$ cat src/rtl/currency_acceptor.sv
// currency_acceptor: validates inserted notes, holds them in escrow and either
// delivers the escrow total to atp or refunds it on cancel, timeout or
// revocation (accept_en dropping).
// Optional feature macro: CURRENCY_ESCROW_EN. When it is defined, a FIFO of
// denomination codes is kept and refunds go out note by note. When it is
// undefined, a refund is one lump-sum strobe.
module currency_acceptor #(
  parameter int MAX_TOTAL   = 255,
  parameter int MAX_NOTES   = 8,
  parameter int TIMEOUT     = 1000,
  parameter int HOLD_CYCLES = 2
) (
  input  logic       clk,
  input  logic       reset,
  input  logic       accept_en,
  input  logic       note_valid,
  input  logic [2:0] note_denom,
  input  logic       confirm,
  input  logic       cancel,
  output logic       currency_inserted,
  output logic [7:0] currency_amount,
  output logic       note_accept,
  output logic       note_reject,
  output logic       refund_valid,
  output logic [7:0] refund_amount,
  output logic [2:0] refund_denom,
  output logic       busy,
  output logic [3:0] note_count
);

  localparam int TW = $clog2(TIMEOUT + 1);
  localparam int HW = $clog2(HOLD_CYCLES + 1);

  typedef enum logic [1:0] {IDLE, COLLECT, DELIVER, REFUND} state_t;

  state_t          st;
  logic [7:0]      total;
  logic [TW-1:0]   timer;
  logic [HW-1:0]   hold;
  logic            rej_pend;

  function automatic logic [7:0] denom_val(input logic [2:0] d);
    case (d)
      3'd0:    return 8'd10;
      3'd1:    return 8'd20;
      3'd2:    return 8'd50;
      3'd3:    return 8'd100;
      3'd4:    return 8'd200;
      default: return 8'd0;
    endcase
  endfunction

`ifdef CURRENCY_ESCROW_EN
  localparam int IW = (MAX_NOTES > 1) ? $clog2(MAX_NOTES) : 1;
  logic [2:0] fifo [MAX_NOTES];
  logic [3:0] rd;
`endif

  logic [8:0] sum;
  logic       note_ok, do_abort, do_confirm, do_timeout, take, rej, ins_next;

  // Per-cycle COLLECT decision: cancel > revoke > confirm > note > timeout
  always_comb begin
    sum        = {1'b0, total} + {1'b0, denom_val(note_denom)};
    note_ok    = (note_denom < 3'd5) && (note_count != 4'(MAX_NOTES)) &&
                 (sum <= 9'(MAX_TOTAL));
    do_abort   = cancel || !accept_en;
    do_confirm = !do_abort && confirm && (total != 8'd0);
    do_timeout = !do_abort && !do_confirm && !note_valid && (timer == TW'(TIMEOUT));
    take       = (st == COLLECT) && !do_abort && !do_confirm && note_valid && note_ok;
    rej        = note_valid && !take;
    // A reject pulse must never overlap the delivery strobe, so it waits
    // until currency_inserted drops.
    ins_next   = ((st == COLLECT) && do_confirm) ||
                 ((st == DELIVER) && (hold != '0));
  end

  assign busy = (st != IDLE);

  // Main FSM with registered outputs
  always_ff @(posedge clk or negedge reset) begin
    if (!reset) begin
      st                <= IDLE;
      total             <= '0;
      note_count        <= '0;
      timer             <= '0;
      hold              <= '0;
      rej_pend          <= 1'b0;
      currency_inserted <= 1'b0;
      currency_amount   <= '0;
      note_accept       <= 1'b0;
      note_reject       <= 1'b0;
      refund_valid      <= 1'b0;
      refund_amount     <= '0;
      refund_denom      <= '0;
`ifdef CURRENCY_ESCROW_EN
      rd                <= '0;
      for (int i = 0; i < MAX_NOTES; i++) fifo[i] <= '0;
`endif
    end else begin
      note_accept <= take;
      note_reject <= (rej | rej_pend) & ~ins_next;
      rej_pend    <= (rej | rej_pend) & ins_next;
      case (st)
        IDLE: begin
          if (accept_en) begin
            st    <= COLLECT;
            timer <= '0;
          end
        end
        COLLECT: begin
          if (note_valid)                  timer <= '0;
          else if (timer != TW'(TIMEOUT))  timer <= timer + 1'b1;
          if (do_abort || do_timeout) begin
            if (total != 8'd0) begin
              st           <= REFUND;
              refund_valid <= 1'b1;
`ifdef CURRENCY_ESCROW_EN
              refund_denom  <= fifo[0];
              refund_amount <= denom_val(fifo[0]);
              rd            <= 4'd1;
`else
              refund_denom  <= 3'd0;
              refund_amount <= total;
`endif
            end else begin
              st <= IDLE;
            end
          end else if (do_confirm) begin
            st                <= DELIVER;
            currency_inserted <= 1'b1;
            currency_amount   <= total;
            hold              <= HW'(HOLD_CYCLES - 1);
          end else if (take) begin
            total      <= sum[7:0];
            note_count <= note_count + 4'd1;
`ifdef CURRENCY_ESCROW_EN
            fifo[note_count[IW-1:0]] <= note_denom;
`endif
          end
        end
        DELIVER: begin
          if (hold == '0) begin
            st                <= IDLE;
            currency_inserted <= 1'b0;
            currency_amount   <= '0;
            total             <= '0;
            note_count        <= '0;
          end else begin
            hold <= hold - 1'b1;
          end
        end
        REFUND: begin
`ifdef CURRENCY_ESCROW_EN
          if (rd == note_count) begin
            st            <= IDLE;
            refund_valid  <= 1'b0;
            refund_amount <= '0;
            refund_denom  <= '0;
            total         <= '0;
            note_count    <= '0;
            rd            <= '0;
          end else begin
            refund_denom  <= fifo[rd[IW-1:0]];
            refund_amount <= denom_val(fifo[rd[IW-1:0]]);
            rd            <= rd + 4'd1;
          end
`else
          st            <= IDLE;
          refund_valid  <= 1'b0;
          refund_amount <= '0;
          refund_denom  <= '0;
          total         <= '0;
          note_count    <= '0;
`endif
        end
        default: st <= IDLE;
      endcase
    end
  end

endmodule
$ cat config.mk
export PLATFORM = sky130hd
export DESIGN_NAME = currency_acceptor
export DESIGN_NICKNAME = d
export VERILOG_FILES = /design/src/rtl/currency_acceptor.sv
export SDC_FILE = /design/constraint.sdc
export NUM_CORES = 1
export LEC_CHECK = 0
export CORE_UTILIZATION = 35
export CTS_BUF_LIST = sky130_fd_sc_hd__clkbuf_8 sky130_fd_sc_hd__clkbuf_16
export CTS_CLUSTER_SIZE = 12
export DETAILED_ROUTE_END_ITERATION = 8
export DONT_BUFFER_PORTS = 1
export GPL_ROUTABILITY_DRIVEN = 1
export PLACE_DENSITY_LB_ADDON = 0.05
export SLEW_MARGIN = 20
export SYNTH_ARGS = -nofsm -noshare
export SYNTH_HDL_FRONTEND = slang
export SYNTH_SLANG_ARGS = --single-unit
$ cat constraint.sdc
create_clock -name clk -period 3.9 [get_ports clk]
set_input_delay 0.39 -clock clk [delete_from_list [all_inputs] [get_ports clk]]
set_output_delay 0.39 -clock clk [all_outputs]
set_load 0.02 [all_outputs]
==> impl_summary.log, run 1 <==
[metrics] result of the run: finished clean
[metrics] CTS tree: yes
[metrics] routed vias: 1904
[metrics] EDFF count, synth: 0
[metrics] final clock period utilization by the worst path: 61.4%
[metrics] Clock Sink Count: 46
[metrics] Clock Latency Late Sink: 0.30 ns
[metrics] leading register cell type out of synthesis: sky130_fd_sc_hd__dfrtp_1
[metrics] Reg2Reg Setup Slack: 1.51 ns
[metrics] non-filler cells, final: 360
[metrics] leakage power: 1.28 nW
[metrics] DRC violations left: 0
[metrics] type of element capturing the critical path: register
[metrics] worst min-delay path category: input pin to register
[metrics] overall global routing resource usage: 16.6%
[metrics] area of the die: 0.00771 sq mm
[metrics] startpoint kind of the worst setup timing path: register
[metrics] cell area after technology mapping: 0.00258 sq mm
[metrics] Starting DRT DRC Count: 101
[metrics] delay of the slowest critical-path stage: 0.60 ns
[metrics] class of the most critical setup path: register to register
[metrics] critical path startpoint: total[4]
[metrics] fraction of final layout cells with drive strength greater than 1: 9.09%
[metrics] worst supply voltage drop on vdd: 260 uV
[metrics] capturing instance or port of the critical path: note_count[0]
[metrics] worst-path cell chain: ha_1, o21ai_0, o21ai_0, a211oi_2, o21ai_1, mux2_2
[metrics] fraction of post-synthesis cell area in the top cell type by area: 44.6%
[metrics] slew margin rel.: 51.1%
[metrics] peak clock frequency supported by timing: 418 MHz
[metrics] switching component of the power: 0.000790 W
[metrics] Root Driver: sky130_fd_sc_hd__clkbuf_8
[metrics] setup repair after global routing missed its margin: false
[metrics] clock period minus final worst setup slack: 2.39 ns
[metrics] IO Port Bufs: 0
[metrics] horizontal die dimension: 87.8 um
[metrics] final net count: 285
[metrics] Area Overhead vs Synth: 8.78%
[metrics] critical path arrival: 2.63 ns
[metrics] final setup violation count: 0
[metrics] Crit path buffers/inverters: 0
[metrics] reg2reg end: note_count[0]
[metrics] ranking of synthesized cells by area: sky130_fd_sc_hd__dfrtp_1 (45%), sky130_fd_sc_hd__ha_1 (5.8%), sky130_fd_sc_hd__nand2_1 (4.4%)
[metrics] clock slew at reported path FFs: 0.09 ns
[metrics] number of antenna violations at the first check in global routing: 0
[metrics] Top delay family on crit path: compound AO/OA/AOI/OAI gates
[metrics] PostCTS Resize Cnt: 0
[metrics] switching fraction of total power: 42.6%
[metrics] number of inserted diodes: 0
[metrics] Util after Layout: 40.4%
[metrics] Die Span Y: 87.8 um
[metrics] cell taking the most area after synthesis: sky130_fd_sc_hd__dfrtp_1
[metrics] final routed wire length divided by cell count: 16.3 um
[metrics] pins over their slew limit: 0
[metrics] Flop pwr share: 47.2%
[metrics] power density of the placed cells: 661 mW/mm^2
[metrics] I/O Pins: 37
[metrics] detailed-placement wirelength estimate: 4260 um
[metrics] Bufs on Longest Clock Path: 2
[metrics] total of hold buffers inserted after clock tree synthesis: 2
[metrics] worst reg-to-reg path cell count: 6
[metrics] internal power consumption: 0.00106 W
[metrics] pre-CTS worst setup slack: 1.46 ns
[metrics] number of different library cells in the post-synthesis netlist: 59
[metrics] sequential area share after synthesis: 44.6%
[metrics] via density per instance: 5.29
[metrics] data required time of the critical path: 4.13 ns
[metrics] most used standard cell by instance count after synthesis: sky130_fd_sc_hd__dfrtp_1
[metrics] wire length of the first global-routing pass: 9780 um
[metrics] slowest CP cell: sky130_fd_sc_hd__o21ai_1
[metrics] total clock buffers created by CTS: 5
[metrics] final count of hold timing violations: 0
[metrics] Yosys reg bits: 46
[metrics] share of total power in combinational logic: 33.3%
[metrics] final critical-path setup slack: 1.51 ns
[metrics] Max Cap Viol: 0
[metrics] level count of the clock H-tree: 2
[metrics] Avg Inst Size Synth: 9.84 sq um
[metrics] area of the core region: 0.00694 sq mm
[metrics] FP Rows: 30
[metrics] fraction of registers with async set/reset: 100%
[metrics] share of total power in the clock network: 19.4%
[metrics] number of instances in the synthesized netlist: 262
[metrics] Remaining Overflow, GRT: 0
[metrics] via count of the first global-routing pass: 1886
[metrics] top cells by count, synth: sky130_fd_sc_hd__dfrtp_1 (46), sky130_fd_sc_hd__nand2_1 (30), sky130_fd_sc_hd__nor2_1 (19)
[metrics] initial core utilization: 37.1%
[metrics] setup tns final: 0 ns
[metrics] clock skew: 0.00793 ns
[metrics] Yosys warning total: 0
[metrics] startpoint of the worst-slack reg-to-reg timing path: total[4]
[metrics] number of fill cells: 701
[metrics] slew at the pin closest to its max-slew limit: 0.728 ns
[metrics] Final Wtd Congestion: 0.788
[metrics] Crit. path cell count: 6
[metrics] critical path fanouts, max: 9
[metrics] CP most frequent cell: sky130_fd_sc_hd__o21ai_0
[metrics] Post-CTS Setup Repair Bufs: 0
[metrics] Detailed Routing Iterations Pass 1: 4
[metrics] overall routed net length: 5880 um
[metrics] maximum number of pins on one net before global-route repair: 47
[metrics] number of nets still failing antenna checks after routing: 0
[metrics] Placed Instances: 350
worst min-delay path by stage:
stage                     startpoint                 end  slack (ns)  cells after the start
after floorplan                reset  currency_amount[0]        0.09                      0
after global placement         reset            timer[6]         0.1                      0
after detailed placement       reset            timer[7]         0.1                      0
after CTS                  accept_en               st[0]        0.28                      2
after global routing       accept_en               st[0]        0.29                      2
final                      accept_en               st[0]        0.28                      2
area by class of cell:
cell class              count  area (sq um)  share of cell area, %
repair buffers              2          37.5                   1.34
flip-flops and latches     46          1150                   41.0
well taps                  96           120                   4.28
multi-input cells         195          1340                   47.6
inverters                  13          48.8                   1.74
clock inverters             3          43.8                   1.56
clock buffers               5          68.8                   2.45
placed cells by master, fill, tap and decap left out, types with 2 or more instances in the layout:
cell type | netlist | final
sky130_fd_sc_hd__conb_1 | 1 | 3
sky130_fd_sc_hd__and2_1 | 3 | 3
sky130_fd_sc_hd__nand2b_1 | 5 | 5
sky130_fd_sc_hd__nor2b_1 | 2 | 2
sky130_fd_sc_hd__nand3_1 | 4 | 4
sky130_fd_sc_hd__nor2_1 | 19 | 19
sky130_fd_sc_hd__a32o_1 | 5 | 5
sky130_fd_sc_hd__a21oi_1 | 12 | 12
sky130_fd_sc_hd__a221oi_1 | 2 | 2
sky130_fd_sc_hd__a21o_1 | 5 | 5
sky130_fd_sc_hd__mux2i_1 | 6 | 6
sky130_fd_sc_hd__nand2_1 | 30 | 30
sky130_fd_sc_hd__inv_1 | 13 | 13
sky130_fd_sc_hd__or3_1 | 5 | 5
sky130_fd_sc_hd__nor3_1 | 7 | 7
sky130_fd_sc_hd__ha_1 | 12 | 12
sky130_fd_sc_hd__xor2_1 | 5 | 5
sky130_fd_sc_hd__o21ai_0 | 15 | 15
sky130_fd_sc_hd__o21bai_1 | 2 | 2
sky130_fd_sc_hd__and3_1 | 3 | 3
sky130_fd_sc_hd__nand3b_1 | 2 | 2
sky130_fd_sc_hd__a211oi_1 | 4 | 4
sky130_fd_sc_hd__nand4_1 | 4 | 4
sky130_fd_sc_hd__xnor2_1 | 4 | 4
sky130_fd_sc_hd__mux2_2 | 2 | 2
sky130_fd_sc_hd__clkbuf_8 | 0 | 5
sky130_fd_sc_hd__dfrtp_1 | 46 | 46
sky130_fd_sc_hd__a22o_1 | 6 | 6
stage by stage:
stage	total power (W)	hold slack, ns	cell area [sq um]
6_report	0.00185	0.284	2810
5_1_grt	0.00200	0.286	2810
4_1_cts	0.00188	0.282	2810
3_5_place_dp	0.00150	0.0959	2660
3_3_place_gp	0.00149	0.0957	2660
2_1_floorplan	0.00133	0.0944	2590
power groups by stage:
stage | sequential [W] | combinational, W | clock, W
4_1_cts | 0.000877 | 0.000628 | 0.000375
2_1_floorplan | 0.000801 | 0.000532 | 0
5_1_grt | 0.000902 | 0.000710 | 0.000393
3_5_place_dp | 0.000887 | 0.000612 | 0
3_3_place_gp | 0.000885 | 0.000608 | 0
6_report | 0.000876 | 0.000618 | 0.000360
flip-flops by register name, indices dropped and copies added (netlist names):
name / count
total: 7
note_accept: 1
timer: 10
currency_inserted: 1
st: 2
refund_valid: 1
note_count: 4
hold: 2
note_reject: 1
refund_amount: 8
rej_pend: 1
currency_amount: 8
cells by family after synthesis:
logic type | synth area share [%]
xor+xnor | 3.06
buf+inv | 3.88
flops | 44.6
other cells | 0.145
mux | 3.20
fa+ha+maj | 6.60
compound gates | 19.2
simple gates | 19.3
routing by layer:
metal  vias to the layer above  wire (um)  global-route usage [%]
met1                       921       3110                    24.9
li1                        944          -                       -
met2                        33       2510                    23.9
met4                         0         72                    4.17
met5                         -          0                       0
met3                         6        197                    3.68
Note: power is estimated with default switching activity, not from simulation.
==> run 2, diff against run 1 <==
Clock period 3.9 ns to 2 ns, I/O delays scaled along.
==> run 2 against run 1 <==
Effect of this change:
- the run now ends with negative setup slack left
- hold slack worse by 0.20 ns
- cell area increased by 15%
- critical endpoint is now note_count[2]
- global-route usage is 1.2 points higher
- register-to-register slack got worse by 1.5 ns
- combinational power increased to 3.1 times the previous value
- worst setup slack worse by 1.5 ns
- first-iteration DRC count down 23%
- die area did not move
- routed wire length rose by 6.6%
- critical path type unchanged
- highest routed layer unchanged
- clock skew is 0.0031 ns higher
- power grew 120%
==> impl_summary.log, run 2 (synthesis results as in run 1) <==
[metrics] result of the run: finished with violations
[metrics] violations in the final reports: negative setup slack
[metrics] Starting DRT DRC Count: 78 (-23%)
[metrics] Clock Latency Late Sink: 0.31 ns (about the same)
[metrics] critical path startpoint: timer[0]
[metrics] Die Span Y: 87.8 um (unchanged)
[metrics] Bufs on Longest Clock Path: 2 (unchanged)
[metrics] slowest CP cell: sky130_fd_sc_hd__or4_4
[metrics] Remaining Overflow, GRT: 0 (unchanged)
[metrics] peak clock frequency supported by timing: 497 MHz (+19%)
[metrics] final count of hold timing violations: 0 (unchanged)
[metrics] Util after Layout: 46.3% (+5.9 points)
[metrics] reg2reg end: note_count[2]
[metrics] startpoint kind of the worst setup timing path: register
[metrics] Clock Sink Count: 46 (unchanged)
[metrics] number of fill cells: 676 (-3.6%)
[metrics] FP Rows: 30 (unchanged)
[metrics] Largest register FFs: 10 (unchanged)
[metrics] pre-CTS worst setup slack: -0.122 ns (-1.59 ns)
[metrics] horizontal die dimension: 87.8 um (unchanged)
[metrics] final critical-path setup slack: -0.0110 ns (-1.52 ns)
[metrics] power density of the placed cells: 1260 mW/mm^2 (+90%)
[metrics] CTS tree: yes
[metrics] wire length of the first global-routing pass: 10400 um (+6.3%)
[metrics] level count of the clock H-tree: 2 (unchanged)
[metrics] area of the die: 0.00771 sq mm (unchanged)
[metrics] worst supply voltage drop on vdd: 508 uV (+96%)
[metrics] number of inserted diodes: 0 (unchanged)
[metrics] final routed wire length divided by cell count: 15.5 um (-5.0%)
[metrics] worst hold path depth: 2 (unchanged)
[metrics] worst reg-to-reg path cell count: 7 (+1)
[metrics] Final Wtd Congestion: 0.817 (+3.7%)
[metrics] fraction of final layout cells with drive strength greater than 1: 27.3% (+18 points)
[metrics] detailed-placement wirelength estimate: 4590 um (+7.9%)
[metrics] final net count: 329 (+15%)
[metrics] routed vias: 2100 (+10%)
[metrics] final setup violation count: 4 (+4)
[metrics] worst-path cell chain: inv_1, ha_1, nand4_1, or4_4, a2111oi_4, a221oi_2, mux2i_1
[metrics] clock skew: 0.0110 ns (+0.00308 ns)
[metrics] critical path fanouts, max: 4 (-5)
[metrics] setup repair after global routing missed its margin: true
[metrics] class of the most critical setup path: register to register
[metrics] Reg2Reg Setup Slack: -0.01 ns (-1.52 ns)
[metrics] register with the most flip-flops: timer
[metrics] post-layout total power: 0.00404 W (+120%)
[metrics] capturing instance or port of the critical path: note_count[2]
[metrics] critical path arrival: 2.25 ns (-0.38 ns)
[metrics] overall global routing resource usage: 17.8% (+1.2 points)
[metrics] area of the core region: 0.00694 sq mm (unchanged)
[metrics] Crit path buffers/inverters: 1 (+1)
[metrics] clock period minus final worst setup slack: 2.01 ns (-0.382 ns)
[metrics] number of antenna violations at the first check in global routing: 0 (unchanged)
[metrics] largest registers: timer x10, currency_amount x8, refund_amount x8
[metrics] Detailed Routing Iterations Pass 1: 4 (unchanged)
[metrics] I/O Pins: 37 (unchanged)
[metrics] DRC violations left: 0 (unchanged)
[metrics] Placed Instance Area: 0.00293 sq mm (+10%)
[metrics] maximum number of pins on one net before global-route repair: 47 (unchanged)
[metrics] initial core utilization: 37.1% (unchanged)
[metrics] IO Port Bufs: 0 (unchanged)
[metrics] pins over their slew limit: 0 (unchanged)
[metrics] leakage power: 1.50 nW (+17%)
[metrics] via density per instance: 5.20 (-1.7%)
[metrics] Crit. path cell count: 7 (+1)
[metrics] most common cell after layout, fill and taps aside: sky130_fd_sc_hd__dfrtp_1
[metrics] type of element capturing the critical path: register
[metrics] via count of the first global-routing pass: 2060 (+9.2%)
[metrics] slew margin rel.: 63.2% (+12 points)
[metrics] Top delay family on crit path: simple AND/OR/NAND/NOR gates
[metrics] total clock buffers created by CTS: 5 (unchanged)
[metrics] number of nets still failing antenna checks after routing: 0 (unchanged)
[metrics] startpoint of the worst-slack reg-to-reg timing path: timer[0]
[metrics] leading cell types in the layout, fill and taps excluded: sky130_fd_sc_hd__dfrtp_1 (45), sky130_fd_sc_hd__buf_4 (40), sky130_fd_sc_hd__nand2_1 (30), sky130_fd_sc_hd__nor2_1 (19), sky130_fd_sc_hd__inv_1 (14)
[metrics] summed area of non-filler cells in the final layout: 0.00322 sq mm (+15%)
[metrics] data required time of the critical path: 2.24 ns (-1.89 ns)
[metrics] clock slew at reported path FFs: 0.10 ns (about the same)
[metrics] Root Driver: sky130_fd_sc_hd__clkbuf_8
[metrics] Max Cap Viol: 0 (unchanged)
[metrics] worst min-delay path category: input pin to register
[metrics] overall routed net length: 6270 um (+6.6%)
[metrics] final clock period utilization by the worst path: 101% (+39 points)
[metrics] Area Overhead vs Synth: 24.7%
[metrics] delay of the slowest critical-path stage: 0.61 ns (about the same)
[metrics] slew at the pin closest to its max-slew limit: 0.550 ns (-0.178 ns)
[run 2: timing repair]
item,CTS,global route
setup endpoints to repair,11,29
hold buffers,2,0
endpoints found under the hold margin,46,0
pin swaps,7,6
setup buffers,6,1
gates resized for setup,11,16
[run 2: worst min path at each step]
stage	startpoint	end	slack [ns]
final	accept_en	st[0]	0.08
after CTS	accept_en	st[0]	0.08
after detailed placement	reset	timer[6]	-0.09
after global routing	accept_en	st[0]	0.08
after global placement	reset	timer[7]	-0.09
after floorplan	reset	currency_amount[0]	-0.1
[run 2: power breakdown]
group | leakage [nW] | switching [W] | internal [W] | total (W)
logic | 0.834 | 0.000969 | 0.000918 | 0.00189
registers | 0.617 | 0.000374 | 0.00119 | 0.00156
clock network | 0.0493 | 0.000345 | 0.000243 | 0.000587
[run 2: metrics by stage]
stage / TNS (ns) / hold WS, ns / cells
final: -0.0280 / 0.0810 / 404
after global routing: -1.06 / 0.0823 / 404
after CTS: -0.0197 / 0.0768 / 403
after detailed placement: -0.615 / -0.0940 / 387
after global placement: -0.235 / -0.0942 / 387
after floorplan: 0 / -0.0956 / 264
[run 2: routing by layer]
layer	part of all wire, %	wire length, um	vias up	track usage, %
met5	0	0	-	0
met4	0.85	53	0	4.92
met3	4.5	281	6	3.77
met2	45	2830	42	28.0
met1	49	3100	1022	24.6
li1	-	-	1030	-
[run 2: final cells by class]
| cell class | instances | area, sq um | share of cell area (%) |
|---|---|---|---|
| inverters | 13 | 48.8 | 1.52 |
| well taps | 96 | 120 | 3.74 |
| clock inverters | 3 | 17.5 | 0.545 |
| clock buffers | 5 | 68.8 | 2.14 |
| multi-input cells | 195 | 1430 | 44.3 |
| flip-flops and latches | 46 | 1150 | 35.8 |
| repair buffers | 46 | 383 | 11.9 |
==> run 3, diff against run 2 <==
Settings changed: CORE_UTILIZATION 35 to 49.
==> run 3 against run 2 <==
Effect of this change:
- the flow still finishes with violations (negative setup slack)
- flip-flop and latch count unchanged
- worst setup slack worse by 0.063 ns
- register-to-register slack lost 0.06 ns
- power grew 6.2%
- clock skew shrank 0.0053 ns
- combinational power grew 6%
- routed wire length decreased by 4.5%
- sequential share of layout area down 0.68 points
- critical endpoint unchanged
- highest routed layer unchanged
==> impl_summary.log, run 3 (synthesis results as in run 1) <==
[metrics] clock slew at reported path FFs: 0.09 ns (about the same)
[metrics] final routed wire length divided by cell count: 15.7 um (+1.3%)
[metrics] reg2reg end: note_count[2]
[metrics] Clock Sink Count: 46 (unchanged)
[metrics] overall global routing resource usage: 23.0% (+5.2 points)
[metrics] Root Driver: sky130_fd_sc_hd__clkbuf_8
[metrics] detailed-placement wirelength estimate: 4310 um (-6.2%)
[metrics] clock period minus final worst setup slack: 2.07 ns (+0.0633 ns)
[metrics] number of antenna violations at the first check in global routing: 0 (unchanged)
[metrics] critical path startpoint: timer[0]
[metrics] fraction of final layout cells with drive strength greater than 1: 28.9% (+1.7 points)
[metrics] leakage power: 1.53 nW (+2.0%)
[metrics] critical path arrival: 2.30 ns (+0.05 ns)
[metrics] terminating pin of the worst hold path: st[0]
[metrics] Largest register FFs: 10 (unchanged)
[metrics] type of element capturing the critical path: register
[metrics] Area Overhead vs Synth: 27.1%
[metrics] delay of the slowest critical-path stage: 0.60 ns (about the same)
[metrics] routed vias: 2145 (+2.1%)
[metrics] worst min-delay path category: input pin to register
[metrics] class of the most critical setup path: register to register
[metrics] Starting DRT DRC Count: 133 (+71%)
[metrics] horizontal die dimension: 74.5 um (-15%)
[metrics] maximum number of pins on one net before global-route repair: 47 (unchanged)
[metrics] peak clock frequency supported by timing: 482 MHz (-3.1%)
[metrics] setup tns final: -0.132 ns (-0.104 ns)
[metrics] final clock period utilization by the worst path: 104% (+3.2 points)
[metrics] final net count: 332 (+0.91%)
[metrics] via density per instance: 5.63 (+8.3%)
[metrics] I/O Pins: 37 (unchanged)
[metrics] pins over their slew limit: 0 (unchanged)
[metrics] critical path fanouts, max: 5 (+1)
[metrics] worst hold path depth: 2 (unchanged)
[metrics] Max Cap Viol: 0 (unchanged)
[metrics] startpoint kind of the worst setup timing path: register
[metrics] startpoint of the worst-slack reg-to-reg timing path: timer[0]
[metrics] violations in the final reports: negative setup slack
[metrics] Clock Latency Late Sink: 0.29 ns (-0.02 ns)
[metrics] setup repair after global routing missed its margin: true
[metrics] worst reg-to-reg path cell count: 7 (unchanged)
[metrics] area of the core region: 0.00507 sq mm (-27%)
[metrics] initial core utilization: 50.8% (+14 points)
[metrics] final critical-path setup slack: -0.0743 ns (-0.0633 ns)
[metrics] Detailed Routing Iterations Pass 1: 6 (+2)
[metrics] DRC violations left: 0 (unchanged)
[metrics] worst supply voltage drop on vdd: 714 uV (+40%)
[metrics] FP Rows: 26 (-13%)
[metrics] Die Span Y: 74.5 um (-15%)
[metrics] power density of the placed cells: 1310 mW/mm^2 (+4.2%)
[metrics] Final Wtd Congestion: 0.811 (-0.72%)
[metrics] Worst Hold Margin: 0.0917 ns (+0.0107 ns)
[metrics] worst-path cell chain: inv_1, ha_1, nand4_1, or4_4, a2111oi_4, a221oi_2, mux2i_1
[metrics] hold path start: accept_en
[metrics] clock skew: 0.00575 ns (-0.00527 ns)
[metrics] Remaining Overflow, GRT: 0 (unchanged)
[metrics] register with the most flip-flops: timer
[metrics] largest registers: timer x10, currency_amount x8, refund_amount x8
[metrics] leading cell types in the layout, fill and taps excluded: sky130_fd_sc_hd__dfrtp_1 (45), sky130_fd_sc_hd__buf_4 (42), sky130_fd_sc_hd__nand2_1 (30), sky130_fd_sc_hd__nor2_1 (19), sky130_fd_sc_hd__inv_1 (13)
[metrics] overall routed net length: 5990 um (-4.5%)
[metrics] final setup violation count: 2 (-2)
[metrics] wire length of the first global-routing pass: 9720 um (-6.5%)
[metrics] via count of the first global-routing pass: 2024 (-1.7%)
[metrics] CTS tree: yes
[metrics] area of the die: 0.00556 sq mm (-28%)
[metrics] result of the run: finished with violations
[metrics] total clock buffers created by CTS: 5 (unchanged)
[metrics] number of inserted diodes: 0 (unchanged)
[metrics] final count of hold timing violations: 0 (unchanged)
[metrics] number of nets still failing antenna checks after routing: 0 (unchanged)
[metrics] slew margin rel.: 61.2% (-1.9 points)
[metrics] Reg2Reg Setup Slack: -0.07 ns (-0.06 ns)
[metrics] slew at the pin closest to its max-slew limit: 0.579 ns (+0.0289 ns)
[metrics] data required time of the critical path: 2.22 ns (-0.02 ns)
[metrics] most common cell after layout, fill and taps aside: sky130_fd_sc_hd__dfrtp_1
[metrics] level count of the clock H-tree: 2 (unchanged)
[metrics] Bufs on Longest Clock Path: 2 (unchanged)
[metrics] Util after Layout: 64.6% (+18 points)
[metrics] slowest CP cell: sky130_fd_sc_hd__or4_4
[metrics] IO Port Bufs: 0 (unchanged)
[metrics] number of fill cells: 439 (-35%)
## run 3: cell type report
type	count	area [sq um]	area share (%)
Multi-Input combinational cell	196	1470	44.8
Sequential cell	46	1150	35.2
Timing Repair Buffer	48	407	12.4
Tap cell	70	87.6	2.67
Clock buffer	5	68.8	2.10
Inverter	13	48.8	1.49
Clock inverter	3	43.8	1.34
## run 3: critical path, delay by kind of cell, from the launching register on
kind / cells / cell delay, ns
AO/OA/AOI/OAI: 2 / 0.44
adder cells (fa/ha/maj): 1 / 0.16
buffers and inverters: 1 / 0.06
flip-flops: 1 / 0.38
multiplexers: 1 / 0.16
AND/OR/NAND/NOR: 2 / 0.81
## run 3: worst max-delay path by stage
stage	to	slack [ns]	depth (start not counted)
2_1_floorplan	note_count[0]	0.00002	6
3_3_place_gp	note_count[2]	-0.01	6
3_5_place_dp	note_count[2]	-0.14	6
4_1_cts	note_count[2]	-0.06	7
5_1_grt	note_count[3]	-0.21	7
6_report	note_count[2]	-0.07	7
## run 3: per-layer routing
layer	up-vias	track usage, %	wire (um)
met5	-	0	0
met3	7	3.39	239
li1	1044	-	-
met1	1044	35.0	2960
met2	50	34.0	2750
met4	0	5.87	48
## run 3: power breakdown
| part | internal (W) | total [W] | switching [W] |
|---|---|---|---|
| Sequential | 0.00119 | 0.00158 | 0.000391 |
| Clock | 0.000375 | 0.000703 | 0.000328 |
| Combinational | 0.000951 | 0.00200 | 0.00105 |
| Total | 0.00252 | 0.00429 | 0.00177 |
## run 3: what timing repair did
action	CTS	global route
endpoints found under the setup margin	14	25
endpoints found under the hold margin	46	0
buffers inserted	5	1
pin swaps	4	11
hold buffers	2	0
cloned	0	1
gates resized for setup	9	20
## run 3: stage by stage
stage | instance area (sq um) | setup WS [ns] | instances | total power, W
6_report | 3280 | -0.0743 | 381 | 0.00429
5_1_grt | 3280 | -0.209 | 381 | 0.00457
4_1_cts | 3160 | -0.0614 | 379 | 0.00409
3_5_place_dp | 2940 | -0.138 | 364 | 0.00328
3_3_place_gp | 2940 | -0.0122 | 364 | 0.00325
2_1_floorplan | 2590 | 0.0000202 | 264 | 0.00260
